===== config.mk =====
export PLATFORM = sky130hd
export DESIGN_NAME = apb_rmw_master_flat
export DESIGN_NICKNAME = d
export VERILOG_FILES = /design/src/rtl/apb_rmw_pkg.sv /design/src/rtl/apb_rmw_if.sv /design/src/rtl/apb_rmw_alu.sv /design/src/rtl/apb_rmw_master.sv /design/src/flat_wrapper.sv
export SDC_FILE = /design/constraint.sdc
export NUM_CORES = 1
export LEC_CHECK = 0
export ABC_AREA = 1
export BUFFER_PORTS_ARGS = -buffer_cell sky130_fd_sc_hd__buf_4
export CAP_MARGIN = 20
export CORE_MARGIN = 2
export CORE_UTILIZATION = 35
export CTS_BUF_LIST = sky130_fd_sc_hd__clkbuf_16
export CTS_CLUSTER_DIAMETER = 40
export DETAILED_ROUTE_END_ITERATION = 8
export PLACE_DENSITY_LB_ADDON = 0.3
export SYNTH_ARGS = -nofsm -noshare
export SYNTH_HDL_FRONTEND = slang
export SYNTH_SLANG_ARGS = --single-unit

===== constraint.sdc =====
create_clock -name pclk -period 3.8 [get_ports pclk]
set_input_delay 0.76 -clock pclk [delete_from_list [all_inputs] [get_ports pclk]]
set_output_delay 0.76 -clock pclk [all_outputs]
set_load 0.05 [all_outputs]

===== src/rtl/apb_rmw_pkg.sv =====
// Shared types for the APB read-modify-write master: op codes and FSM states.
package apb_rmw_pkg;

  localparam logic [1:0] OP_READ_ENC    = 2'b00;
  localparam logic [1:0] OP_WRITE_ENC   = 2'b01;
  localparam logic [1:0] OP_RMW_ADD_ENC = 2'b10;
  localparam logic [1:0] OP_RMW_SUB_ENC = 2'b11;

  typedef enum logic [1:0] {
    OP_READ    = OP_READ_ENC,
    OP_WRITE   = OP_WRITE_ENC,
    OP_RMW_ADD = OP_RMW_ADD_ENC,
    OP_RMW_SUB = OP_RMW_SUB_ENC
  } apb_op_t;

  typedef enum logic [1:0] {
    ST_IDLE,
    ST_SETUP,
    ST_ACCESS,
    ST_RESP
  } apb_rmw_state_t;

endpackage


===== src/rtl/apb_rmw_if.sv =====
// Request/response and APB bus bundle for apb_rmw_master.
// rsp_sat_o exists only when APB_RMW_SAT_EN is defined.
interface apb_rmw_if #(
  parameter int unsigned ADDR_W = 32,
  parameter int unsigned DATA_W = 32
);
  logic              req_valid_i;
  logic              req_ready_o;
  logic [1:0]        req_op_i;
  logic [ADDR_W-1:0] req_addr_i;
  logic [DATA_W-1:0] req_data_i;
  logic              rsp_valid_o;
  logic [DATA_W-1:0] rsp_data_o;
  logic              rsp_err_o;
`ifdef APB_RMW_SAT_EN
  logic              rsp_sat_o;
`endif
  logic              psel_o;
  logic              penable_o;
  logic              pwrite_o;
  logic [ADDR_W-1:0] paddr_o;
  logic [DATA_W-1:0] pwdata_o;
  logic [DATA_W-1:0] prdata_i;
  logic              pready_i;
  logic              pslverr_i;

  modport master (
    input  req_valid_i, req_op_i, req_addr_i, req_data_i,
    input  prdata_i, pready_i, pslverr_i,
    output req_ready_o, rsp_valid_o, rsp_data_o, rsp_err_o,
    output psel_o, penable_o, pwrite_o, paddr_o, pwdata_o
`ifdef APB_RMW_SAT_EN
    , output rsp_sat_o
`endif
  );

  modport slave (
    output req_valid_i, req_op_i, req_addr_i, req_data_i,
    output prdata_i, pready_i, pslverr_i,
    input  req_ready_o, rsp_valid_o, rsp_data_o, rsp_err_o,
    input  psel_o, penable_o, pwrite_o, paddr_o, pwdata_o
`ifdef APB_RMW_SAT_EN
    , input rsp_sat_o
`endif
  );

endinterface


===== src/rtl/apb_rmw_alu.sv =====
// Combinational add/sub for RMW results; wraps by default,
// saturates (all-ones / zero) with sat_o when APB_RMW_SAT_EN is defined.
module apb_rmw_alu #(
  parameter int unsigned DATA_W = 32
) (
  input  logic [DATA_W-1:0] a_i,
  input  logic [DATA_W-1:0] b_i,
  input  logic              sub_i,
  output logic [DATA_W-1:0] y_o
`ifdef APB_RMW_SAT_EN
  , output logic            sat_o
`endif
);

`ifdef APB_RMW_SAT_EN
  logic [DATA_W:0] ext;

  // Top bit of the widened result is carry for ADD and borrow for SUB.
  always_comb begin
    ext   = sub_i ? ({1'b0, a_i} - {1'b0, b_i}) : ({1'b0, a_i} + {1'b0, b_i});
    sat_o = ext[DATA_W];
    if (ext[DATA_W]) y_o = sub_i ? '0 : '1;
    else             y_o = ext[DATA_W-1:0];
  end
`else
  always_comb begin
    y_o = sub_i ? (a_i - b_i) : (a_i + b_i);
  end
`endif

endmodule


===== src/rtl/apb_rmw_master.sv =====
// APB master running READ/WRITE/RMW_ADD/RMW_SUB commands with pslverr and timeout
// handling. Optional saturating RMW arithmetic via APB_RMW_SAT_EN.
module apb_rmw_master
  import apb_rmw_pkg::*;
#(
  parameter int unsigned ADDR_W  = 32,
  parameter int unsigned DATA_W  = 32,
  parameter int unsigned TIMEOUT = 16
) (
  input logic        pclk,
  input logic        preset,
  apb_rmw_if.master  bus
);

  localparam int unsigned CNT_W = $clog2(TIMEOUT + 1);

  apb_rmw_state_t    state_q, state_d;
  apb_op_t           op_q, op_d;
  logic [ADDR_W-1:0] addr_q, addr_d;
  logic [DATA_W-1:0] data_q, data_d;
  logic [DATA_W-1:0] rsp_data_q, rsp_data_d;
  logic              pwrite_q, pwrite_d;
  logic              err_q, err_d;
  logic [CNT_W-1:0]  wait_q, wait_d;
  logic [DATA_W-1:0] alu_y;
  logic              active;
  logic              is_rmw;
`ifdef APB_RMW_SAT_EN
  logic              sat_q, sat_d;
  logic              alu_sat;
`endif

  assign is_rmw = (op_q == OP_RMW_ADD) || (op_q == OP_RMW_SUB);

  apb_rmw_alu #(.DATA_W(DATA_W)) u_alu (
    .a_i   (bus.prdata_i),
    .b_i   (data_q),
    .sub_i (op_q == OP_RMW_SUB),
    .y_o   (alu_y)
`ifdef APB_RMW_SAT_EN
    , .sat_o (alu_sat)
`endif
  );

  always_ff @(posedge pclk or posedge preset) begin
    if (preset) begin
      state_q    <= ST_IDLE;
      op_q       <= OP_READ;
      addr_q     <= '0;
      data_q     <= '0;
      rsp_data_q <= '0;
      pwrite_q   <= 1'b0;
      err_q      <= 1'b0;
      wait_q     <= '0;
`ifdef APB_RMW_SAT_EN
      sat_q      <= 1'b0;
`endif
    end else begin
      state_q    <= state_d;
      op_q       <= op_d;
      addr_q     <= addr_d;
      data_q     <= data_d;
      rsp_data_q <= rsp_data_d;
      pwrite_q   <= pwrite_d;
      err_q      <= err_d;
      wait_q     <= wait_d;
`ifdef APB_RMW_SAT_EN
      sat_q      <= sat_d;
`endif
    end
  end

  // data_q holds the WRITE data or RMW operand, and is overwritten with the
  // RMW result once the read phase completes so the write phase drives it.
  always_comb begin
    state_d    = state_q;
    op_d       = op_q;
    addr_d     = addr_q;
    data_d     = data_q;
    rsp_data_d = rsp_data_q;
    pwrite_d   = pwrite_q;
    err_d      = err_q;
    wait_d     = wait_q;
`ifdef APB_RMW_SAT_EN
    sat_d      = sat_q;
`endif
    unique case (state_q)
      ST_IDLE: begin
        if (bus.req_valid_i) begin
          op_d       = apb_op_t'(bus.req_op_i);
          addr_d     = bus.req_addr_i;
          data_d     = bus.req_data_i;
          pwrite_d   = (apb_op_t'(bus.req_op_i) == OP_WRITE);
          err_d      = 1'b0;
          rsp_data_d = '0;
          wait_d     = '0;
`ifdef APB_RMW_SAT_EN
          sat_d      = 1'b0;
`endif
          state_d    = ST_SETUP;
        end
      end
      ST_SETUP: begin
        wait_d  = '0;
        state_d = ST_ACCESS;
      end
      ST_ACCESS: begin
        if (bus.pready_i) begin
          if (!pwrite_q && is_rmw && !bus.pslverr_i) begin
            data_d   = alu_y;
            pwrite_d = 1'b1;
`ifdef APB_RMW_SAT_EN
            sat_d    = alu_sat;
`endif
            state_d  = ST_SETUP;
          end else begin
            err_d = bus.pslverr_i;
`ifdef APB_RMW_SAT_EN
            if (sat_q) err_d = 1'b0;
`endif
            if (!pwrite_q)              rsp_data_d = bus.prdata_i;
            else if (op_q == OP_WRITE)  rsp_data_d = '0;
            else                        rsp_data_d = data_q;
            state_d = ST_RESP;
          end
        end else if (wait_q == CNT_W'(TIMEOUT - 1)) begin
          err_d      = 1'b1;
          rsp_data_d = '0;
`ifdef APB_RMW_SAT_EN
          sat_d      = 1'b0;
`endif
          state_d    = ST_RESP;
        end else begin
          wait_d = wait_q + 1'b1;
        end
      end
      ST_RESP: begin
        state_d = ST_IDLE;
      end
      default: state_d = ST_IDLE;
    endcase
  end

  assign active          = (state_q == ST_SETUP) || (state_q == ST_ACCESS);
  assign bus.req_ready_o = (state_q == ST_IDLE);
  assign bus.psel_o      = active;
  assign bus.penable_o   = (state_q == ST_ACCESS);
  assign bus.pwrite_o    = active && pwrite_q;
  assign bus.paddr_o     = active ? addr_q : '0;
  assign bus.pwdata_o    = (active && pwrite_q) ? data_q : '0;
  assign bus.rsp_valid_o = (state_q == ST_RESP);
  assign bus.rsp_data_o  = (state_q == ST_RESP) ? rsp_data_q : '0;
  assign bus.rsp_err_o   = (state_q == ST_RESP) && err_q;
`ifdef APB_RMW_SAT_EN
  assign bus.rsp_sat_o   = (state_q == ST_RESP) && sat_q;
`endif

endmodule


===== src/flat_wrapper.sv =====
// flat-port wrapper written by rule: the top's interface ports become plain ports
module apb_rmw_master_flat import apb_rmw_pkg::*;
#(
  parameter int unsigned ADDR_W  = 32,
  parameter int unsigned DATA_W  = 32,
  parameter int unsigned TIMEOUT = 16
)
  (pclk, preset, bus_req_valid_i, bus_req_op_i, bus_req_addr_i, bus_req_data_i, bus_prdata_i, bus_pready_i, bus_pslverr_i, bus_req_ready_o, bus_rsp_valid_o, bus_rsp_data_o, bus_rsp_err_o, bus_psel_o, bus_penable_o, bus_pwrite_o, bus_paddr_o, bus_pwdata_o);
  apb_rmw_if #(.ADDR_W(ADDR_W), .DATA_W(DATA_W)) bus_i ();
  input logic pclk;
  input logic preset;
  input wire logic [$bits(bus_i.req_valid_i)-1:0] bus_req_valid_i;
  input wire logic [$bits(bus_i.req_op_i)-1:0] bus_req_op_i;
  input wire logic [$bits(bus_i.req_addr_i)-1:0] bus_req_addr_i;
  input wire logic [$bits(bus_i.req_data_i)-1:0] bus_req_data_i;
  input wire logic [$bits(bus_i.prdata_i)-1:0] bus_prdata_i;
  input wire logic [$bits(bus_i.pready_i)-1:0] bus_pready_i;
  input wire logic [$bits(bus_i.pslverr_i)-1:0] bus_pslverr_i;
  output wire logic [$bits(bus_i.req_ready_o)-1:0] bus_req_ready_o;
  output wire logic [$bits(bus_i.rsp_valid_o)-1:0] bus_rsp_valid_o;
  output wire logic [$bits(bus_i.rsp_data_o)-1:0] bus_rsp_data_o;
  output wire logic [$bits(bus_i.rsp_err_o)-1:0] bus_rsp_err_o;
  output wire logic [$bits(bus_i.psel_o)-1:0] bus_psel_o;
  output wire logic [$bits(bus_i.penable_o)-1:0] bus_penable_o;
  output wire logic [$bits(bus_i.pwrite_o)-1:0] bus_pwrite_o;
  output wire logic [$bits(bus_i.paddr_o)-1:0] bus_paddr_o;
  output wire logic [$bits(bus_i.pwdata_o)-1:0] bus_pwdata_o;
  assign bus_i.req_valid_i = bus_req_valid_i;
  assign bus_i.req_op_i = bus_req_op_i;
  assign bus_i.req_addr_i = bus_req_addr_i;
  assign bus_i.req_data_i = bus_req_data_i;
  assign bus_i.prdata_i = bus_prdata_i;
  assign bus_i.pready_i = bus_pready_i;
  assign bus_i.pslverr_i = bus_pslverr_i;
  assign bus_req_ready_o = bus_i.req_ready_o;
  assign bus_rsp_valid_o = bus_i.rsp_valid_o;
  assign bus_rsp_data_o = bus_i.rsp_data_o;
  assign bus_rsp_err_o = bus_i.rsp_err_o;
  assign bus_psel_o = bus_i.psel_o;
  assign bus_penable_o = bus_i.penable_o;
  assign bus_pwrite_o = bus_i.pwrite_o;
  assign bus_paddr_o = bus_i.paddr_o;
  assign bus_pwdata_o = bus_i.pwdata_o;
  apb_rmw_master #(.ADDR_W(ADDR_W), .DATA_W(DATA_W), .TIMEOUT(TIMEOUT)) u_core (.pclk(pclk), .preset(preset), .bus(bus_i));
endmodule

==> impl_metrics.py, run 1 <==
metrics = {
    "clock_tree": {
        "cts-root-buf": "clkbuf_16",
        "clkSlewWorstSetupHoldPaths_ns": 0.09,
        "cts_made_buffers": 9,
        "cts_tree": "built",
        "postCtsSetupBuffers": 0,
        "insertion_delay_ns": 0.36,
        "clockBufferDepth": 2,
        "cts_sinks": 107,
        "cts_hold_buf": 0,
        "cts_resized": 0,
        "cts_max_level": 3,
    },
    "run_status": {
        "outcome": "finished, final reports clean",
    },
    "synthesis": {
        "synth_cells": 1358,
        "synth_cell_type_count": 41,
        "ys_seq_elements": 107,
        "yosysSeqAreaShare_pct": 30.42,
        "netlist_area_um2": 8801,
        "synth_warnings": 0,
        "syn_avg_cell_area_um2": 6.481,
        "syn_nets": 1499,
    },
    "timing": {
        "slew_headroom_pct": 31.21,
        "hold_viol_final": 0,
        "worst_slack_ns": 0.4402,
        "rsz0062_at_grt": "no",
        "post-route-min-period_ns": 3.360,
        "max_freq_ghz": 0.2976,
        "worst_slew_pin_slew_ns": 1.031,
        "slew_viol_final": 0,
        "fin_crit_sh_pct": 88.42,
        "setup_tns_ns": 0,
        "skew_ns": 0.01308,
        "setup_viol": 0,
        "whs_ns": 0.5006,
    },
    "detailed_routing": {
        "via_per_inst": 4.964,
        "routed_wl_um": 30550,
        "ant_nets": 0,
        "drc_errors": 0,
        "drt-initial-drc-count": 652,
        "wl_per_cell_um": 16.32,
        "vias": 9292,
        "dr.pass1.iters": 5,
    },
    "worst_setup_path": {
        "ff2ff_path_depth": 20,
        "reg2reg_to": "u_core.data_q[29]",
        "critPathMaxStageDelay_ns": 0.39,
        "crit_chain": "inv_1, ha_1, nand3_1, nor2_1, nand2_1, nor2_2, nand3_1, o21ai_2, xor2_1, ha_1, nand2_1, inv_1, a21oi_1, o21ai_0, a21oi_1, nand2_1, nand2_1, nand3_1, nand2_1, nand2_1",
        "start_kind": "flop",
        "slowest_stage": "dfrtp_1",
        "worstReg2RegStart": "u_core.data_q[0]",
        "critical_path_class": "flop to flop",
        "critPathMaxFanout": 5,
        "end_kind": "flop",
        "worstPathArrival_ns": 3.62,
        "r2r_setup_slack_ns": 0.44,
        "cpMostUsedCell": "nand2_1",
        "crit_required_ns": 4.06,
    },
    "grt": {
        "grt_pass1_wl_um": 47360,
        "antenna_found_initial": 0,
        "grt_pass1_vias": 8859,
        "grt_start_max_net_pins": 69,
        "track_usage_pct": 23.01,
        "overflow": 0,
    },
    "cells_and_area": {
        "drive_above_1_share_pct": 19.20,
        "layout.nets": 1678,
        "diodes": 0,
        "syn_to_final_growth_pct": 24.10,
        "nFillCells": 2718,
        "final_cell_mix": "nand2_1, inv_1, buf_4",
        "layout_commonest_cell": "nand2_1",
    },
    "placement": {
        "post-dp-hpwl_um": 24130,
        "dp_slack_ns": 0.5078,
        "port_buffers": 204,
        "gp_congestion": 0.9472,
    },
    "hold_path": {
        "hold_path_end": "u_core.wait_q[3]",
        "hp-class": "flop to flop",
        "hold_depth": 1,
        "min-delay-start": "u_core.wait_q[3]",
    },
    "floorplanning": {
        "core_um2": 24960,
        "die_h_um": 162.6,
        "start_util_pct": 35.25,
        "dieWidth_um": 162.6,
        "dieArea_um2": 26430,
        "pin_count": 205,
        "num_rows": 58,
    },
    "flow_run": {
        "maxCapViolCount": 0,
    },
}
[how the worst max path moves through the flow]
| stage | startpoint | to | slack, ns | cells after the start |
|---|---|---|---|---|
| 2_1_floorplan | preset | u_core.addr_q[0] | 0.22 | 1 |
| 3_3_place_gp | u_core.data_q[0] | u_core.data_q[25] | 0.55 | 17 |
| 3_5_place_dp | u_core.data_q[0] | u_core.data_q[25] | 0.51 | 17 |
| 4_1_cts | u_core.data_q[0] | u_core.data_q[25] | 0.51 | 17 |
| 5_1_grt | u_core.data_q[0] | u_core.data_q[25] | 0.10 | 17 |
| 6_report | u_core.data_q[0] | u_core.data_q[29] | 0.44 | 20 |
[stage by stage]
| stage | util [%] | std cells | area (um^2) |
|---|---|---|---|
| floorplan | - | 1358 | 8801 |
| global placement | 42.54 | 1855 | 10620 |
| CTS | 43.69 | 1871 | 10910 |
| detailed placement | 42.54 | 1855 | 10620 |
| global route | 43.75 | 1872 | 10920 |
| finish | 43.75 | 1872 | 10920 |
[area by class of cell]
class	count	area, um^2	area share [%]
sequential	107	2679	24.53
multi-input combinational	954	4967	45.48
timing repair buffer	218	1644	15.05
inverter	247	932.1	8.535
clock buffer	9	225.2	2.062
clock inverter	7	61.31	0.5613
tap	330	412.9	3.781
[layer usage]
| metal | GRT usage [%] | wire, um | vias to the layer above |
|---|---|---|---|
| li1 | - | - | 4591 |
| met1 | 31.70 | 13980 | 4316 |
| met2 | 37.76 | 13840 | 335 |
| met3 | 2.750 | 1903 | 50 |
| met4 | 7.321 | 835 | 0 |
| met5 | 0 | 0 | - |
[synth_stat cells, drive strengths merged]
master | instances | area (um^2)
nand2 | 386 | 1459
inv | 245 | 922.1
nor2 | 181 | 708.2
dfrtp | 107 | 2678
o21ai | 80 | 407.9
nand3 | 59 | 295.3
a21oi | 53 | 269.0
ha | 37 | 462.9
xor2 | 37 | 324.1
clkbuf | 33 | 125.1
mux2 | 33 | 371.6
o211ai | 26 | 195.2
buf | 17 | 106.4
nor3 | 12 | 75.07
o2111ai | 12 | 105.1
a31oi | 6 | 37.54
nand4 | 6 | 37.54
o22ai | 6 | 37.54
o21bai | 5 | 37.54
a21o | 3 | 22.52
xnor2 | 3 | 26.28
clkinv | 2 | 7.510
nand3b | 2 | 15.01
o31ai | 2 | 20.02
or2 | 2 | 12.51
a22oi | 1 | 7.510
fa | 1 | 20.02
o221ai | 1 | 15.01
[critical path, delay by kind of cell (launching register included)]
family | cells | cell delay, ns
simple gates | 11 | 1.14
compound gates | 4 | 0.70
fa+ha+maj | 2 | 0.65
flops | 1 | 0.39
buf+inv | 2 | 0.20
xor+xnor | 1 | 0.18
[flip-flops by register name, summed over array words and instances, names as in the netlist]
register,count
u_core.addr_q,32
u_core.data_q,32
u_core.err_q,1
u_core.pwrite_q,1
u_core.op_q,2
u_core.state_q,2
u_core.rsp_data_q,32
u_core.wait_q,5
[kinds of logic after synthesis]
family / share of synthesized area, %
DFF: 30.42
buffers and inverters: 13.19
and+or+nand+nor: 29.57
muxes: 4.222
xor gates and xnor gates: 3.981
adders and majority gates: 5.488
AOI/OAI and AO/OA: 13.12
Power of run 1 is left out: the tool's default activity adds up to more than one toggle a clock period on the data nets, which glitch-free logic cannot reach.
==> inputs of run 2 (changes only) <==
- clock period: 3.8 -> 3.3 ns (I/O delays scaled with it)
==> impl_metrics.py, run 2 (synthesis gave the netlist of run 1 again) <==
metrics = {
    "floorplanning": {
        "pin_count": 205,
        "dieWidth_um": 162.6,
        "num_rows": 58,
        "die_h_um": 162.6,
        "dieArea_um2": 26430,
        "core_um2": 24960,
        "start_util_pct": 35.25,
    },
    "timing": {
        "hold_viol_final": 0,
        "setup_tns_ns": 0,
        "post-route-min-period_ns": 3.083,
        "worst_slew_pin_slew_ns": 0.9618,
        "max_freq_ghz": 0.3244,
        "skew_ns": 0.01626,
        "setup_viol": 0,
        "fin_crit_sh_pct": 93.42,
        "slew_viol_final": 0,
        "slew_headroom_pct": 35.81,
        "rsz0062_at_grt": "yes",
    },
    "grt": {
        "antenna_found_initial": 0,
        "track_usage_pct": 23.32,
        "grt_pass1_vias": 8959,
        "overflow": 0,
        "grt_pass1_wl_um": 47960,
        "grt_start_max_net_pins": 90,
    },
    "cells_and_area": {
        "layout_commonest_cell": "nand2_1",
        "syn_to_final_growth_pct": 27.65,
        "diodes": 0,
        "largestRegisters": "u_core.addr_q (32), u_core.data_q (32), u_core.rsp_data_q (32)",
        "final_cell_mix": "nand2_1, buf_4, inv_1",
        "drive_above_1_share_pct": 22.63,
        "layout.nets": 1700,
    },
    "clock_tree": {
        "cts_max_level": 3,
        "cts_sinks": 107,
        "cts_hold_buf": 0,
        "cts_made_buffers": 9,
        "clockBufferDepth": 2,
        "clkSlewWorstSetupHoldPaths_ns": 0.09,
        "cts_tree": "built",
        "cts-root-buf": "clkbuf_16",
        "insertion_delay_ns": 0.36,
    },
    "worst_setup_path": {
        "crit_required_ns": 3.56,
        "end_kind": "flop",
        "critical_path_class": "flop to flop",
        "start_kind": "flop",
        "critPathMaxFanout": 4,
        "worstReg2RegStart": "u_core.data_q[23]",
        "cp-startpoint": "u_core.data_q[23]",
        "cp-endpoint": "u_core.data_q[27]",
        "r2r_setup_slack_ns": 0.22,
        "worstPathArrival_ns": 3.34,
        "reg2reg_to": "u_core.data_q[27]",
        "ff2ff_path_depth": 19,
    },
    "detailed_routing": {
        "wl_per_cell_um": 16.16,
        "vias": 9340,
        "ant_nets": 0,
        "drc_errors": 0,
        "drt-initial-drc-count": 875,
        "via_per_inst": 4.931,
        "dr.pass1.iters": 7,
        "routed_wl_um": 30620,
    },
    "run_status": {
        "outcome": "finished, final reports clean",
    },
    "flow_run": {
        "maxCapViolCount": 0,
    },
    "hold_path": {
        "hp-class": "input pin to async pin",
    },
    "placement": {
        "post-dp-hpwl_um": 24290,
        "port_buffers": 204,
        "gp_congestion": 0.9457,
    },
}
==> run 2: cell count changes in the layout (fill, tap and decap cells not counted), sizes merged <==
cell	delta
buf	+22
inv	-2
clkinv	+1
clkinvlp	+1
==> run 2: cell type report <==
type,instances,area [um^2]
Timing Repair Buffer,240,1827
Clock inverter,7,77.57
Multi-Input combinational cell,954,5076
Tap cell,330,412.9
Inverter,247,937.1
Fill cell,2681,13730
Sequential cell,107,2679
Clock buffer,9,225.2
==> run 2: stage by stage <==
stage,worst slack [ns],util [%],instances,area [um^2],hold WS (ns)
after global routing,-0.02477,45.00,1894,11230,0.3650
after CTS,0.1167,44.39,1889,11080,0.3418
final,0.2171,45.00,1894,11230,0.3318
after global placement,0.1755,43.18,1873,10780,0.4645
after detailed placement,0.1425,43.18,1873,10780,0.4672
after floorplan,0.4103,-,1358,8805,0.4475
==> run 2: worst min-delay path by stage <==
| stage | endpoint | slack (ns) | cells after the start | startpoint |
|---|---|---|---|---|
| floorplan | u_core.wait_q[3] | 0.45 | 1 | u_core.wait_q[3] |
| global placement | u_core.wait_q[3] | 0.46 | 1 | u_core.wait_q[3] |
| detailed placement | u_core.wait_q[3] | 0.47 | 1 | u_core.wait_q[3] |
| CTS | u_core.rsp_data_q[31] | 0.34 | 2 | preset |
| global route | u_core.rsp_data_q[31] | 0.37 | 2 | preset |
| finish | u_core.rsp_data_q[31] | 0.33 | 2 | preset |
==> run 2: what timing repair did <==
item | in CTS | in global routing
buffers inserted | 0 | 5
setup endpoints to repair | 0 | 18
resized for setup | 0 | 39
==> run 2: layer usage <==
metal  vias to the layer above  GRT usage, %  part of all wire, %
met4                         0         6.959                  2.3
met1                      4338         32.90                   46
met2                       335         37.85                   46
met5                         -             0                    0
met3                        36         2.419                  6.1
li1                       4631             -                    -
==> run 2: worst max-delay path, cell delays in order (launching register included) <==
cell and delay, ns:
dfrtp_1 0.41, nor2_1 0.24, nand3_1 0.20, nor3_2 0.32
a31oi_1 0.12, o21ai_0 0.15, buf_4 0.14, nand2_1 0.07
ha_1 0.35, nand2_1 0.14, inv_1 0.05, nand2_1 0.06
nand2_1 0.08, o21bai_1 0.18, a21oi_2 0.14, nand2_1 0.06
nand2_1 0.05, nand3_1 0.06, nand2_1 0.09, nand2_1 0.05
Power of run 2 is left out for the same reason.
